--- src/rtl/npu_tile_scheduler_if.sv ---
// npu_tile_scheduler_if
//   Bundles every non-clock/reset signal of the tile scheduler.
//   slave  : scheduler view. Accepts commands, drives operand-buffer writes, PE
//            starts, result-buffer reads, read responses and status flags.
//   master : system view. Issues commands, answers PE starts (pe_done) and
//            result reads (res_rdata), observes everything else.
interface npu_tile_scheduler_if #(
    parameter int unsigned DATA_W    = 8,
    parameter int unsigned TILE_BITS = 3,
    parameter int unsigned OP_W      = 3
);
    localparam int unsigned AddrW = 2 * TILE_BITS;

    logic                 cmd_valid;
    logic                 cmd_ready;
    logic [7:0]           cmd_code;
    logic [TILE_BITS-1:0] cmd_tile_i;
    logic [TILE_BITS-1:0] cmd_tile_j;
    logic [OP_W-1:0]      cmd_op;
    logic [DATA_W-1:0]    cmd_data;

    logic                 buf_we;
    logic                 buf_sel;
    logic [AddrW-1:0]     buf_addr;
    logic [DATA_W-1:0]    buf_wdata;

    logic                 pe_start;
    logic [OP_W-1:0]      pe_op;
    logic [AddrW-1:0]     pe_addr;
    logic                 pe_done;

    logic                 res_re;
    logic [AddrW-1:0]     res_addr;
    logic [DATA_W-1:0]    res_rdata;

    logic                 rsp_valid;
    logic [DATA_W-1:0]    rsp_data;

    logic                 busy;
    logic                 done;
    logic                 err;

    modport slave (
        input  cmd_valid, cmd_code, cmd_tile_i, cmd_tile_j, cmd_op, cmd_data, pe_done, res_rdata,
        output cmd_ready, buf_we, buf_sel, buf_addr, buf_wdata, pe_start, pe_op, pe_addr,
               res_re, res_addr, rsp_valid, rsp_data, busy, done, err
    );

    modport master (
        output cmd_valid, cmd_code, cmd_tile_i, cmd_tile_j, cmd_op, cmd_data, pe_done, res_rdata,
        input  cmd_ready, buf_we, buf_sel, buf_addr, buf_wdata, pe_start, pe_op, pe_addr,
               res_re, res_addr, rsp_valid, rsp_data, busy, done, err
    );
endinterface

--- src/rtl/npu_tile_scheduler.sv ---
// npu_tile_scheduler
//   Command controller between the SPI command decoder and the tile compute array.
//   WRITE (0x01) steers operand bytes alternately into buffer A/B per tile, START (0x02)
//   walks the PE over every tile in row-major order, READ (0x03) fetches one result.
// Ports
//   clk    system clock
//   rst_n  asynchronous active-low reset
//   bus    npu_tile_scheduler_if.slave: command handshake, operand buffer write port,
//          PE start/done, result buffer read port, read response, busy/done/err status
module npu_tile_scheduler #(
    parameter int unsigned DATA_W    = 8,
    parameter int unsigned TILE_BITS = 3,
    parameter int unsigned OP_W      = 3,
    parameter int unsigned TIMEOUT   = 1024
) (
    input logic                 clk,
    input logic                 rst_n,
    npu_tile_scheduler_if.slave bus
);
    localparam int unsigned AddrW  = 2 * TILE_BITS;
    localparam int unsigned NTiles = 1 << AddrW;
    localparam int unsigned TimerW = (TIMEOUT > 1) ? $clog2(TIMEOUT) : 1;
    localparam logic [TimerW-1:0] TimerLast = TimerW'(TIMEOUT - 1);

    localparam logic [7:0] CmdWrite = 8'h01;
    localparam logic [7:0] CmdStart = 8'h02;
    localparam logic [7:0] CmdRead  = 8'h03;

    typedef enum logic [1:0] {StIdle, StIssue, StWait, StRd} state_e;

    state_e              state_q, state_d;
    logic                ready_en_q;
    logic [AddrW-1:0]    idx_q, idx_d;
    logic [TimerW-1:0]   timer_q, timer_d;
    logic [OP_W-1:0]     op_q, op_d;
    logic [NTiles-1:0]   phase_q, phase_d;
    logic                busy_q, busy_d;
    logic                done_q, done_d;
    logic                err_q, err_d;
    logic                buf_we_q, buf_we_d;
    logic                buf_sel_q, buf_sel_d;
    logic [AddrW-1:0]    buf_addr_q, buf_addr_d;
    logic [DATA_W-1:0]   buf_wdata_q, buf_wdata_d;
    logic [AddrW-1:0]    res_addr_q, res_addr_d;
    logic                rsp_valid_q, rsp_valid_d;
    logic [DATA_W-1:0]   rsp_data_q, rsp_data_d;

    logic                cmd_fire;
    logic [AddrW-1:0]    cmd_addr;

    assign cmd_fire = bus.cmd_valid & bus.cmd_ready;
    assign cmd_addr = {bus.cmd_tile_i, bus.cmd_tile_j};

    always_comb begin
        state_d     = state_q;
        idx_d       = idx_q;
        timer_d     = timer_q;
        op_d        = op_q;
        phase_d     = phase_q;
        busy_d      = busy_q;
        done_d      = done_q;
        err_d       = err_q;
        buf_we_d    = 1'b0;
        buf_sel_d   = buf_sel_q;
        buf_addr_d  = buf_addr_q;
        buf_wdata_d = buf_wdata_q;
        res_addr_d  = res_addr_q;
        rsp_valid_d = 1'b0;
        // Response data is passed straight through in the rsp_valid cycle, then held.
        rsp_data_d  = rsp_valid_q ? bus.res_rdata : rsp_data_q;

        unique case (state_q)
            StIdle: begin
                if (cmd_fire) begin
                    unique case (bus.cmd_code)
                        CmdWrite: begin
                            buf_we_d          = 1'b1;
                            buf_sel_d         = phase_q[cmd_addr];
                            buf_addr_d        = cmd_addr;
                            buf_wdata_d       = bus.cmd_data;
                            phase_d[cmd_addr] = ~phase_q[cmd_addr];
                            done_d            = 1'b0;
                        end
                        CmdStart: begin
                            op_d    = bus.cmd_op;
                            idx_d   = '0;
                            done_d  = 1'b0;
                            phase_d = '0;
                            busy_d  = 1'b1;
                            state_d = StIssue;
                        end
                        CmdRead: begin
                            res_addr_d = cmd_addr;
                            state_d    = StRd;
                        end
                        default: err_d = 1'b1;
                    endcase
                end
            end
            StIssue: begin
                timer_d = '0;
                state_d = StWait;
            end
            StWait: begin
                // pe_done wins over a timeout landing in the same cycle.
                if (bus.pe_done) begin
                    if (idx_q == '1) begin
                        done_d  = 1'b1;
                        busy_d  = 1'b0;
                        state_d = StIdle;
                    end else begin
                        idx_d   = idx_q + AddrW'(1);
                        state_d = StIssue;
                    end
                end else if (timer_q == TimerLast) begin
                    err_d   = 1'b1;
                    busy_d  = 1'b0;
                    state_d = StIdle;
                end else if (timer_q != '1) begin
                    timer_d = timer_q + TimerW'(1);
                end
            end
            StRd: begin
                rsp_valid_d = 1'b1;
                state_d     = StIdle;
            end
            default: state_d = StIdle;
        endcase
    end

    always_ff @(posedge clk or negedge rst_n) begin
        if (!rst_n) begin
            state_q     <= StIdle;
            ready_en_q  <= 1'b0;
            idx_q       <= '0;
            timer_q     <= '0;
            op_q        <= '0;
            phase_q     <= '0;
            busy_q      <= 1'b0;
            done_q      <= 1'b0;
            err_q       <= 1'b0;
            buf_we_q    <= 1'b0;
            buf_sel_q   <= 1'b0;
            buf_addr_q  <= '0;
            buf_wdata_q <= '0;
            res_addr_q  <= '0;
            rsp_valid_q <= 1'b0;
            rsp_data_q  <= '0;
        end else begin
            state_q     <= state_d;
            // Keeps cmd_ready low until the first edge after reset release.
            ready_en_q  <= 1'b1;
            idx_q       <= idx_d;
            timer_q     <= timer_d;
            op_q        <= op_d;
            phase_q     <= phase_d;
            busy_q      <= busy_d;
            done_q      <= done_d;
            err_q       <= err_d;
            buf_we_q    <= buf_we_d;
            buf_sel_q   <= buf_sel_d;
            buf_addr_q  <= buf_addr_d;
            buf_wdata_q <= buf_wdata_d;
            res_addr_q  <= res_addr_d;
            rsp_valid_q <= rsp_valid_d;
            rsp_data_q  <= rsp_data_d;
        end
    end

    assign bus.cmd_ready = ready_en_q & (state_q == StIdle);
    assign bus.buf_we    = buf_we_q;
    assign bus.buf_sel   = buf_sel_q;
    assign bus.buf_addr  = buf_addr_q;
    assign bus.buf_wdata = buf_wdata_q;
    assign bus.pe_start  = (state_q == StIssue);
    assign bus.pe_op     = op_q;
    assign bus.pe_addr   = idx_q;
    assign bus.res_re    = (state_q == StRd);
    assign bus.res_addr  = res_addr_q;
    assign bus.rsp_valid = rsp_valid_q;
    assign bus.rsp_data  = rsp_data_d;
    assign bus.busy      = busy_q;
    assign bus.done      = done_q;
    assign bus.err       = err_q;
endmodule
--- src/flat_wrapper.sv ---
// flat-port wrapper written by rule: the top's interface ports become plain ports
module npu_tile_scheduler_flat 
#(
    parameter int unsigned DATA_W    = 8,
    parameter int unsigned TILE_BITS = 3,
    parameter int unsigned OP_W      = 3,
    parameter int unsigned TIMEOUT   = 1024
)
  (clk, rst_n, bus_cmd_valid, bus_cmd_code, bus_cmd_tile_i, bus_cmd_tile_j, bus_cmd_op, bus_cmd_data, bus_pe_done, bus_res_rdata, bus_cmd_ready, bus_buf_we, bus_buf_sel, bus_buf_addr, bus_buf_wdata, bus_pe_start, bus_pe_op, bus_pe_addr, bus_res_re, bus_res_addr, bus_rsp_valid, bus_rsp_data, bus_busy, bus_done, bus_err);
  npu_tile_scheduler_if #(.DATA_W(DATA_W), .TILE_BITS(TILE_BITS), .OP_W(OP_W)) bus_i ();
  input logic clk;
  input logic rst_n;
  input wire logic [$bits(bus_i.cmd_valid)-1:0] bus_cmd_valid;
  input wire logic [$bits(bus_i.cmd_code)-1:0] bus_cmd_code;
  input wire logic [$bits(bus_i.cmd_tile_i)-1:0] bus_cmd_tile_i;
  input wire logic [$bits(bus_i.cmd_tile_j)-1:0] bus_cmd_tile_j;
  input wire logic [$bits(bus_i.cmd_op)-1:0] bus_cmd_op;
  input wire logic [$bits(bus_i.cmd_data)-1:0] bus_cmd_data;
  input wire logic [$bits(bus_i.pe_done)-1:0] bus_pe_done;
  input wire logic [$bits(bus_i.res_rdata)-1:0] bus_res_rdata;
  output wire logic [$bits(bus_i.cmd_ready)-1:0] bus_cmd_ready;
  output wire logic [$bits(bus_i.buf_we)-1:0] bus_buf_we;
  output wire logic [$bits(bus_i.buf_sel)-1:0] bus_buf_sel;
  output wire logic [$bits(bus_i.buf_addr)-1:0] bus_buf_addr;
  output wire logic [$bits(bus_i.buf_wdata)-1:0] bus_buf_wdata;
  output wire logic [$bits(bus_i.pe_start)-1:0] bus_pe_start;
  output wire logic [$bits(bus_i.pe_op)-1:0] bus_pe_op;
  output wire logic [$bits(bus_i.pe_addr)-1:0] bus_pe_addr;
  output wire logic [$bits(bus_i.res_re)-1:0] bus_res_re;
  output wire logic [$bits(bus_i.res_addr)-1:0] bus_res_addr;
  output wire logic [$bits(bus_i.rsp_valid)-1:0] bus_rsp_valid;
  output wire logic [$bits(bus_i.rsp_data)-1:0] bus_rsp_data;
  output wire logic [$bits(bus_i.busy)-1:0] bus_busy;
  output wire logic [$bits(bus_i.done)-1:0] bus_done;
  output wire logic [$bits(bus_i.err)-1:0] bus_err;
  assign bus_i.cmd_valid = bus_cmd_valid;
  assign bus_i.cmd_code = bus_cmd_code;
  assign bus_i.cmd_tile_i = bus_cmd_tile_i;
  assign bus_i.cmd_tile_j = bus_cmd_tile_j;
  assign bus_i.cmd_op = bus_cmd_op;
  assign bus_i.cmd_data = bus_cmd_data;
  assign bus_i.pe_done = bus_pe_done;
  assign bus_i.res_rdata = bus_res_rdata;
  assign bus_cmd_ready = bus_i.cmd_ready;
  assign bus_buf_we = bus_i.buf_we;
  assign bus_buf_sel = bus_i.buf_sel;
  assign bus_buf_addr = bus_i.buf_addr;
  assign bus_buf_wdata = bus_i.buf_wdata;
  assign bus_pe_start = bus_i.pe_start;
  assign bus_pe_op = bus_i.pe_op;
  assign bus_pe_addr = bus_i.pe_addr;
  assign bus_res_re = bus_i.res_re;
  assign bus_res_addr = bus_i.res_addr;
  assign bus_rsp_valid = bus_i.rsp_valid;
  assign bus_rsp_data = bus_i.rsp_data;
  assign bus_busy = bus_i.busy;
  assign bus_done = bus_i.done;
  assign bus_err = bus_i.err;
  npu_tile_scheduler #(.DATA_W(DATA_W), .TILE_BITS(TILE_BITS), .OP_W(OP_W), .TIMEOUT(TIMEOUT)) u_core (.clk(clk), .rst_n(rst_n), .bus(bus_i));
endmodule
--- config.mk ---
export PLATFORM = sky130hd
export DESIGN_NAME = npu_tile_scheduler_flat
export DESIGN_NICKNAME = d
export VERILOG_FILES = /design/src/rtl/npu_tile_scheduler_if.sv /design/src/rtl/npu_tile_scheduler.sv /design/src/flat_wrapper.sv
export SDC_FILE = /design/constraint.sdc
export NUM_CORES = 1
export LEC_CHECK = 0
export CAP_MARGIN = 15
export CORE_ASPECT_RATIO = 1.1
export CORE_MARGIN = 1.5
export CORE_UTILIZATION = 35
export CTS_CLUSTER_DIAMETER = 40
export DETAILED_ROUTE_END_ITERATION = 16
export SETUP_SLACK_MARGIN = 0.15
export SLEW_MARGIN = 20
export SYNTH_ARGS = -nofsm -noshare
export SYNTH_HDL_FRONTEND = slang
export SYNTH_SLANG_ARGS = --single-unit
--- constraint.sdc ---
create_clock -name clk -period 3 [get_ports clk]
set_clock_uncertainty 0.05 [all_clocks]
set_input_delay 0.6 -clock clk [delete_from_list [all_inputs] [get_ports clk]]
set_output_delay 0.6 -clock clk [all_outputs]
set_load 0.1 [all_outputs]
# After elaboration in Yosys (flattened, before gate mapping)
# Index checks and enable logic that the tools add are counted.
[op_classes] bitwise=3 order_cmp=2 muxes=42 n_div=0 n_eq_ne=23 add_sub_neg=2 shifts=0 mul=0 reduce_logical=17
[op_table] op="one-hot mux 64 bit (2 select lines)" n=1
[op_table] op="bitwise mux 64 bit" n=1
[op_table] op="two-way mux 10 bit" n=3
[op_table] op="two-way mux 6 bit" n=4
[op_table] op="two-way mux 1 bit" n=20
[op_table] op="one-hot mux 10 bit (2 select lines)" n=1
[op_table] op="AND reduction 5 bit" n=4
[op_table] op="== test 8 x 2 -> 1 bit (second input constant)" n=2
[op_table] op="AND reduction 3 bit" n=5
[op_table] op="inequality test 2 bit (second input constant)" n=7
[op_table] op="one-hot mux 6 bit (2 select lines)" n=1
[op_table] op="adder 10 x 1 -> 10 bit (second input constant)" n=1
[op_table] op="== test 10 bit (second input constant)" n=1
[op_table] op="inequality test 10 bit (second input constant)" n=1
[op_table] op="== test 8 x 1 -> 1 bit (second input constant)" n=1
[op_table] op="two-way mux 8 bit" n=1
[op_table] op="inequality test 2 x 1 -> 1 bit (second input constant)" n=4
[op_table] op="one-hot mux 2 bit (4 select lines)" n=1
[op_table] op="< comparator 6 x 7 -> 1 bit (second input constant)" n=1
[op_table] op="adder 6 x 1 -> 6 bit (second input constant)" n=1
[op_table] op="binary-select mux 1 bit (select 6 bit)" n=1
[op_table] op="demux 1 bit (select 6 bit)" n=1
[op_table] op="== test 6 bit (second input constant)" n=1
[op_table] op="greater-or-equal comparator 6 x 1 -> 1 bit (second input constant)" n=1
[op_table] op="15 further kinds" n=24
[word_totals] ramBits=0 out_inout_bits=46 memories=0 register_bits=120 rom_bits=0 latch_bits=0 wordCells=105

# Logic depth before layout (Yosys ltp)
# Gate-level depths: netlist of run 1.
[logic_depth] word_depth=6 depth_mapped=9 depth_no_buf=6

# Worst setup path before layout of run 1
# Ideal clock, no wire load.
[synth_timing] path_kind="input to register" from="input bus_cmd_tile_j[0]" to="register u_core.buf_sel_q (netlist: u_core.bus.buf_sel)" path_slack_ps=459 setup_ps=124 path_stages=7 arrival_ps=2368 path_cell_list="buf_4 mux4_2 mux4_2 and3_1 buf_6 nand2b_1 o31a_1"
[synth_via] elab_chain_len=2
[synth_rtl] item="start: declaration" line_no="flat_wrapper.sv:16" text="input wire logic [$bits(bus_i.cmd_tile_j)-1:0] bus_cmd_tile_j;"
[synth_rtl] item="binary-select mux 1 bit (select 6 bit)" line_no="npu_tile_scheduler.sv:78" text="buf_sel_d = phase_q[cmd_addr];"
[synth_rtl] item="two-way mux 1 bit (implied by the code)" line_no="npu_tile_scheduler.sv:78"
[synth_rtl] item="end signal: assignment" line_no="npu_tile_scheduler.sv:161" text="buf_sel_q <= buf_sel_d;"
[synth_rtl] item="end: declaration" line_no="npu_tile_scheduler.sv:41" text="logic buf_sel_q, buf_sel_d;"
# Every way passes these cells. The select of a mux whose other input is x is not followed.
# A chain may end at the register's enable or synchronous reset.

# Worst setup path after layout of run 1
[layout_timing] from="input bus_cmd_tile_j[2]" to="register u_core.phase_q[35]"
[layout_via] elab_chain_len=6 elab_cells_between_ends=10 cone_classes="order compare: 2; mux: 6; bitwise: 1; reduce/logical: 1"
[layout_rtl] item="< comparator 6 x 7 -> 1 bit (implied by the code) / greater-or-equal comparator 6 x 1 -> 1 bit (equally long branches)" line_no="npu_tile_scheduler.sv:81" text="phase_d[cmd_addr] = ~phase_q[cmd_addr];"
[layout_rtl] item="logical AND 1 bit (implied by the code)" line_no="npu_tile_scheduler.sv:81"
[layout_rtl] item="two-way mux 1 bit (implied by the code)" line_no="npu_tile_scheduler.sv:81"
[layout_rtl] item="demux 1 bit (select 6 bit)"
[layout_rtl] item="bitwise mux 64 bit (*)" line_no="npu_tile_scheduler.sv:81"
[layout_rtl] item="one-hot mux 64 bit (2 select lines) (*)" line_no="npu_tile_scheduler.sv:75" text="unique case (bus.cmd_code)"
[layout_rtl] item="end signal: assignment" line_no="npu_tile_scheduler.sv:156" text="phase_q <= phase_d;"
[layout_rtl] item="end: declaration" line_no="npu_tile_scheduler.sv:36" text="logic [NTiles-1:0] phase_q, phase_d;"
# Every way passes the cells marked *; elsewhere a longest branch is shown, timed or not. The select of a mux whose other input is x is not followed.

==> results of run 1 <==
-- worst reg2reg max path, cell delays in order, from the launching register on --
cell	delay, ns
dfrtp_1	0.48
and4bb_2	0.40
nand4_1	0.11
buf_4	0.24
or3_1	0.61
o211ai_1	0.28
o41ai_1	0.11
-- registers in the layout, summed over array words and instances, names as in the netlist, 2 cells and up --
register              count
u_core.bus.buf_wdata      8
u_core.bus.res_addr       6
u_core.phase_q           64
u_core.timer_q           10
u_core.bus.pe_addr        6
u_core.bus.buf_addr       6
u_core.rsp_data_q         8
u_core.state_q            2
u_core.bus.pe_op          3
-- final cells by class --
cell class	count	area, µm²	share of cell area (%)
Sequential cell	120	3000	38.7
Multi-Input combinational cell	370	2670	34.5
Timing Repair Buffer	122	1160	15.0
Clock buffer	19	453	5.84
Tap cell	204	255	3.29
Clock inverter	13	168	2.16
Inverter	10	37.5	0.484
-- what timing repair did --
| action | CTS | global route |
|---|---|---|
| hold buffers | 1 | 0 |
| setup buffers | 0 | 0 |
| hold endpoints to repair | 16 | 0 |
-- cell usage after synthesis (2+ instances only) --
| master | n |
|---|---|
| o41ai_1 | 48 |
| buf_1 | 13 |
| nor2b_1 | 4 |
| clkbuf_1 | 35 |
| mux2_2 | 15 |
| a21oi_1 | 9 |
| buf_6 | 2 |
| or3_1 | 6 |
| nand3_1 | 16 |
| and3_1 | 5 |
| o2111ai_1 | 2 |
| mux2i_1 | 25 |
| o21ai_0 | 11 |
| buf_2 | 10 |
| dfrtp_1 | 120 |
| xnor2_1 | 5 |
| nand2_1 | 61 |
| nor3_1 | 2 |
| a2bb2oi_1 | 2 |
| ha_1 | 2 |
| a41o_1 | 2 |
| o31ai_1 | 17 |
| buf_4 | 2 |
| a22oi_1 | 6 |
| nor3b_1 | 2 |
| o211ai_1 | 65 |
| a211oi_1 | 5 |
| nand2b_1 | 12 |
| nor2_1 | 16 |
| a31oi_1 | 3 |
| mux4_2 | 6 |
| and4_1 | 2 |
| nand4_1 | 7 |
| and2_1 | 3 |
| inv_1 | 8 |
-- report_power, final --
group,internal (mW),switching [mW]
Clock,1.35,0.773
Sequential,1.73,0.0888
Combinational,0.545,1.21
-- stage by stage --
| step | util [%] | setup TNS [ns] | power [mW] |
|---|---|---|---|
| finish | 47.0 | 0 | 5.70 |
| floorplan | - | 0 | 2.99 |
| global placement | 43.2 | 0 | 3.58 |
| global route | 47.0 | 0 | 5.90 |
| detailed placement | 43.2 | -2.03 | 3.61 |
| CTS | 47.0 | 0 | 5.75 |
-- final timing paths --
path | end | slack [ns]
max | u_core.phase_q[35] | 0.30
min | u_core.bus.buf_wdata[1] | 0.43
max reg2reg | u_core.phase_q[24] | 0.55
min reg2reg | u_core.bus.buf_wdata[1] | 0.43
max in group asynchronous | u_core.phase_q[7] | 1.57
min in group asynchronous | u_core.bus.err | 0.54
-- logic make-up (layout without fill, tap and decap cells) --
family          Yosys count  in the layout  synth area share (%)
fa+ha+maj                 2              2                 0.419
flops                   120            120                  50.3
simple gates            139            139                  11.4
other cells               1              1                0.0628
xor+xnor                  6              6                 0.881
buf+inv                  72            164                  5.12
mux                      46             46                  9.29
compound gates          176            176                  22.5
-- layer usage --
metal,track usage (%),routed length (µm),vias up,part of all wire (%)
met5,0,0,-,0
met4,7.89,376,0,2.4
met3,3.93,845,25,5.3
met2,29.3,7330,151,46
met1,25.5,7260,2435,46
li1,-,-,2303,-
==> summary.md, run 1 <==
| Metric | Value |
|---|---|
| Synth unique cells | 48 |
| Yosys reg bits | 120 |
| Final WS setup | 0.301 ns |
| CP max FO | 26 |
| Proportion of layout cells with a drive suffix above 1 | 22.5% |
| Starting density of the core | 36.2% |
| Final slew viol count | 0 |
| Clock Path Buffers | 2 |
| Chip Height | approximately 140 µm |
| Max Cap Viol | 0 |
| Seq/Total Area, Yosys | 50.3% |
| Clock Sinks | 120 |
| Number of cells on the critical path | 7 |
| Inserted Clock Buffers | 17 |
| Worst path top cell family by delay | buffers and inverters |
| Root buf cell | clkbuf_16 |
| Ant diodes | 0 |
| Clock latency at the later pin of the worst-skew pair | 0.42 ns |
| Crit path DAT | 2.93 ns |
| PortBufs | slightly above 80 |
| R2r startpoint | u_core.state_q[0] |
| Commonest non-fill, non-tap cell in the layout | dfrtp_1 |
| Largest area contributor in the netlist | dfrtp_1 |
| WHS | approximately 0.43 ns |
| Share of Yosys cell area claimed by the top area cell type | 50.3% |
| RePlAce Congestion | 0.757 |
| Post-Syn Area per Cell | 10.6 µm² |
| Placed Area | 0.00712 mm² |
| Largest net degree at the start of global routing | 65 |
| Slew @ Worst Pin | between 0.7 and 0.8 ns |
| Status | complete, no violations |
| Post-layout min period | about 2.7 ns |
| Synth area leaders | dfrtp_1 50%, o211ai_1 8.2%, o41ai_1 7.0%, mux2i_1 4.2%, nand2_1 3.8% |
| First DRT Iteration DRCs | around 320 |
| Worst Reg2Reg Path Length in Cells | 6 |
| Crit path cell chain | clkdlybuf4s50_1 -> buf_4 -> mux4_2 -> o2111ai_1 -> a21oi_4 -> buf_12 -> o41ai_1 |
| Main flop type after synthesis | dfrtp_1 |
| Synthesized instance count | ~560 |
| CP Class | in -> reg |
| DP Cell Count | 825 |
| Post-DP HPWL | 10.6 mm |
| CP Capture Type | flip-flop |
| Leak | 3.43 nW |
| Ys async rst share | 100% |
| Unrepaired setup endpoints after global routing | false |
| Die area | 0.0178 mm² |
| Total GRT Usage | 18.8% |
| Hold path startpoint | u_core.bus.buf_wdata[1] |
| Routed vias/inst | 5.73 |
| Crit path largest cell delay | 0.76 ns |
| Cell count of the worst hold path | 2 |
| Core area | ~0.016 mm² |
| Yosys Warn Count | 0 |
| Peak supply drop | 493 µV |
| Commonest non-fill, non-tap cells in the layout | 120 x dfrtp_1, 73 x buf_4, 65 x o211ai_1 |
| Vias in the first global route | 4,996 |
| Critical path origin | bus_cmd_tile_j[2] |
| Final Hold Fails | 0 |
| Setup violations, final | 0 |
| Boundary Pins | 83 |
| Antenna viol nets, final | 0 |
| EDFF count, synth | 0 |
| Slew headroom | between 40% and 50% |
| Fill cells | roughly 1.5k |
| CTS tree | yes |
| Via Count | 4,914 |
| Min-delay worst type | reg -> reg |
| Fmax achieved | 0.371 GHz |
| Critical path's slowest cell | clkdlybuf4s50_1 |
| Grt total ovfl | 0 |
| DR pass1 iterations | 4 |
| CTS clk-pin slew, worst paths | 0.06 ns |
| Drt total wl | 15.8 mm |
| Synthesized Nets | 601 |
| H-tree levels | 4 |
| Required @ worst endpoint | 3.23 ns |
| Synthesized area | 0.00597 mm² |
| Row cnt | 49 |
| Wire per inst | 18.4 µm |
| Fin crit share | 90.0% |
| Initial antenna violation count | 0 |
| Power density cells | 735 mW/mm² |
| Design Area, Final | 0.00775 mm² |
| Buffer and inverter count on the worst path | 3 |
| Synth-to-layout area growth | 29.9% |
| Post-route insts no fill | approximately 860 |
| Post-cts resize count | 0 |
| Startpoint Class | input port |
| Nets@finish | 680 |
| Remaining routing DRC violations | 0 |
| Die X | 127 µm |
| First-pass GRT wire length | 26.5 mm |
| Setup WS pre-CTS | -0.0989 ns |
Power figures use the tool's default switching activity.
==> inputs of run 2 (changes only) <==
--- a/config.mk
+++ b/config.mk
@@ -11,6 +11,7 @@
 export CORE_UTILIZATION = 35
 export CTS_CLUSTER_DIAMETER = 40
 export DETAILED_ROUTE_END_ITERATION = 16
+export RECOVER_POWER = 25
 export SETUP_SLACK_MARGIN = 0.15
 export SLEW_MARGIN = 20
 export SYNTH_ARGS = -nofsm -noshare
==> summary.md, run 2 (same netlist as run 1, synthesis figures left out) <==
| Metric | Value |
|---|---|
| Crit path cell chain | clkdlybuf4s50_1 -> buf_4 -> mux4_2 -> o2111ai_1 -> a21oi_4 -> buf_12 -> o41ai_1 (unchanged) |
| CTS tree | yes (unchanged) |
| Required @ worst endpoint | 3.24 ns (was 3.23 ns) |
| CP Capture Type | flip-flop (unchanged) |
| DR pass1 iterations | 4 (unchanged) |
| Slew headroom | 34.4% (was 47.6%) |
| Largest net degree at the start of global routing | 65 (unchanged) |
| Drt total wl | 15.8 mm (about the same) |
| Via Count | 4,899 (was 4,914) |
| Chip Height | 140 µm (unchanged) |
| Slew @ Worst Pin | 0.984 ns (was 0.786 ns) |
| Total power | 5.67 mW (was 5.70 mW) |
| Row cnt | 49 (unchanged) |
| Final slew viol count | 0 (unchanged) |
| Antenna viol nets, final | 0 (unchanged) |
| Largest register by flop count | u_core.phase_q (unchanged) |
| Post-DP HPWL | 10.6 mm (unchanged) |
| Clock latency at the later pin of the worst-skew pair | 0.42 ns (about the same) |
| Design Area, Final | 0.00774 mm² (was 0.00775 mm²) |
| Critical path's slowest cell | clkdlybuf4s50_1 (unchanged) |
| Max Cap Viol | 0 (unchanged) |
| Biggest regs | u_core.phase_q x64, u_core.timer_q x10 (unchanged) |
| Peak supply drop | 492 µV (was 493 µV) |
| Setup Fix Bufs, Post-CTS | 0 (unchanged) |
| RR Endpoint | u_core.phase_q[24] (unchanged) |
| Setup violations, final | 0 (unchanged) |
| Total GRT Usage | 18.8% (unchanged) |
| Boundary Pins | 83 (unchanged) |
| Ant diodes | 0 (unchanged) |
| Clock Sinks | 120 (unchanged) |
| Root buf cell | clkbuf_16 (unchanged) |
| Starting density of the core | 36.2% (unchanged) |
| Status | complete, no violations (unchanged) |
| Busiest grt layer | met2 (unchanged) |
| Placed Area | 0.00712 mm² (unchanged) |
| Hold-critical path endpoint | u_core.bus.buf_wdata[1] (unchanged) |
| Inserted Clock Buffers | 17 (unchanged) |
| Nets@finish | 680 (unchanged) |
| First DRT Iteration DRCs | 306 (was 321) |
| Fin crit share | 89.3% (was 90.0%) |
| Crit path largest cell delay | 0.76 ns (about the same) |
| Setup slack, reg-to-reg | 0.55 ns (about the same) |
| GRT met1 Usage | 25.5% (unchanged) |
| Wire per inst | 18.4 µm (about the same) |
| Remaining routing DRC violations | 0 (unchanged) |
| Post-layout min period | 2.68 ns (was 2.70 ns) |
| Min-delay worst type | reg -> reg (unchanged) |
| CP Class | in -> reg (unchanged) |
| Proportion of layout cells with a drive suffix above 1 | 21.1% (was 22.5%) |
| Switch Pwr | 2.07 mW (about the same) |
| Clock Path Buffers | 2 (unchanged) |
| Initial antenna violation count | 0 (unchanged) |
| Commonest non-fill, non-tap cell in the layout | dfrtp_1 (unchanged) |
| First-pass GRT wire length | 26.5 mm (unchanged) |
| Max reg flops | 64 (unchanged) |
| Commonest non-fill, non-tap cells in the layout | 120 x dfrtp_1, 72 x buf_4, 65 x o211ai_1 (was 120 x dfrtp_1, 73 x buf_4, 65 x o211ai_1) |
| Cell count of the worst hold path | 2 (unchanged) |
| Final Hold Fails | 0 (unchanged) |
| GR Util met2 | 29.3% (unchanged) |
| Pint | 3.60 mW (was 3.63 mW) |
| RePlAce Congestion | 0.757 (unchanged) |
| Global routing usage on met3 | 3.93% (unchanged) |
| Grt total ovfl | 0 (unchanged) |
| Post-route insts no fill | 858 (unchanged) |
| Crit path DAT | 2.92 ns (was 2.93 ns) |
| Routed vias/inst | 5.71 (was 5.73) |
| Post-cts resize count | 0 (unchanged) |
| Buffer and inverter count on the worst path | 3 (unchanged) |
| Core area | 0.0165 mm² (unchanged) |
| Vias in the first global route | 4,996 (unchanged) |
| Power density cells | 734 mW/mm² (was 735 mW/mm²) |
| Leak | 3.42 nW (was 3.43 nW) |
| Synth-to-layout area growth | 29.6% (was 29.9%) |
| DP Cell Count | 825 (unchanged) |
| CTS clk-pin slew, worst paths | 0.06 ns (about the same) |
| Fmax achieved | 0.373 GHz (was 0.371 GHz) |
| Worst Reg2Reg Path Length in Cells | 6 (unchanged) |
| R2r startpoint | u_core.state_q[0] (unchanged) |
| Unrepaired setup endpoints after global routing | false (unchanged) |
| Worst path top cell family by delay | buffers and inverters (unchanged) |
| Sw Share | 36.5% (was 36.4%) |
| Die X | 127 µm (unchanged) |
| Startpoint Class | input port (unchanged) |
| Comb pwr share | 30.6% (was 30.8%) |
| Hold path startpoint | u_core.bus.buf_wdata[1] (unchanged) |
| Seq pwr share | 32.0% (was 31.9%) |
| CP max FO | 26 (unchanged) |
| Power share of the clock group | 37.5% (was 37.3%) |
| Die area | 0.0178 mm² (unchanged) |
| H-tree levels | 4 (unchanged) |
| PortBufs | 82 (unchanged) |
## run 2: cell types whose count changed in the layout (fill, tap and decap cells not counted), sizes merged
| cell | previous run | this run |
|---|---|---|
| buf | 87 | 85 |
| clkbuf | 19 | 21 |
## run 2: power groups by stage
| stage | logic, mW | registers (mW) | clock network (mW) |
|---|---|---|---|
| after floorplan | 0.990 | 2.00 | 0 |
| after global placement | 1.74 | 1.84 | 0 |
| after detailed placement | 1.76 | 1.85 | 0 |
| after CTS | 1.77 | 1.82 | 2.16 |
| after global routing | 1.82 | 1.83 | 2.23 |
| final | 1.73 | 1.81 | 2.13 |
## run 2: per-stage QoR
stage / hold slack [ns] / utilization, % / setup WS (ns) / setup TNS, ns
global route: 0.453 / 46.9 / 0.182 / 0
CTS: 0.435 / 47.0 / 0.292 / 0
finish: 0.430 / 46.9 / 0.320 / 0
detailed placement: 0.421 / 43.2 / -0.0989 / -2.03
global placement: 0.406 / 43.2 / 0.0710 / 0
floorplan: 0.254 / - / 0.459 / 0
## run 2: cell type report
class / count / area [µm²]
timing repair buffer: 122 / 1150
fill: 1496 / 8760
inverter: 10 / 37.5
clock inverter: 13 / 168
sequential: 120 / 3000
tap: 204 / 255
clock buffer: 19 / 453
multi-input combinational: 370 / 2670
## run 2: how the worst max path moves through the flow
| stage | from | end | cells past startpoint |
|---|---|---|---|
| after global placement | bus_cmd_tile_j[2] | u_core.phase_q[32] | 9 |
| after detailed placement | bus_cmd_tile_j[2] | u_core.phase_q[19] | 7 |
| after floorplan | bus_cmd_tile_j[0] | u_core.bus.buf_sel | 7 |
| after global routing | bus_cmd_tile_j[2] | u_core.phase_q[35] | 7 |
| after CTS | bus_cmd_tile_j[2] | u_core.phase_q[35] | 7 |
| final | bus_cmd_tile_j[2] | u_core.phase_q[35] | 7 |
## run 2: tightest hold or removal path, cell delays in order (launching register included)
cell,delay [ns]
dfrtp_1,0.34
nand2_1,0.05
nand2_1,0.06
## run 2: timing repair
| action | CTS | global route |
|---|---|---|
| endpoints found under the setup margin | 0 | 0 |
| hold endpoints to repair | 16 | 0 |
| hold buffers | 1 | 0 |
## run 2: layer usage
layer / up-vias / wire, µm
li1: 2302 / -
met1: 2418 / 7180
met2: 152 / 7340
met3: 27 / 904
met4: 0 / 378
met5: - / 0
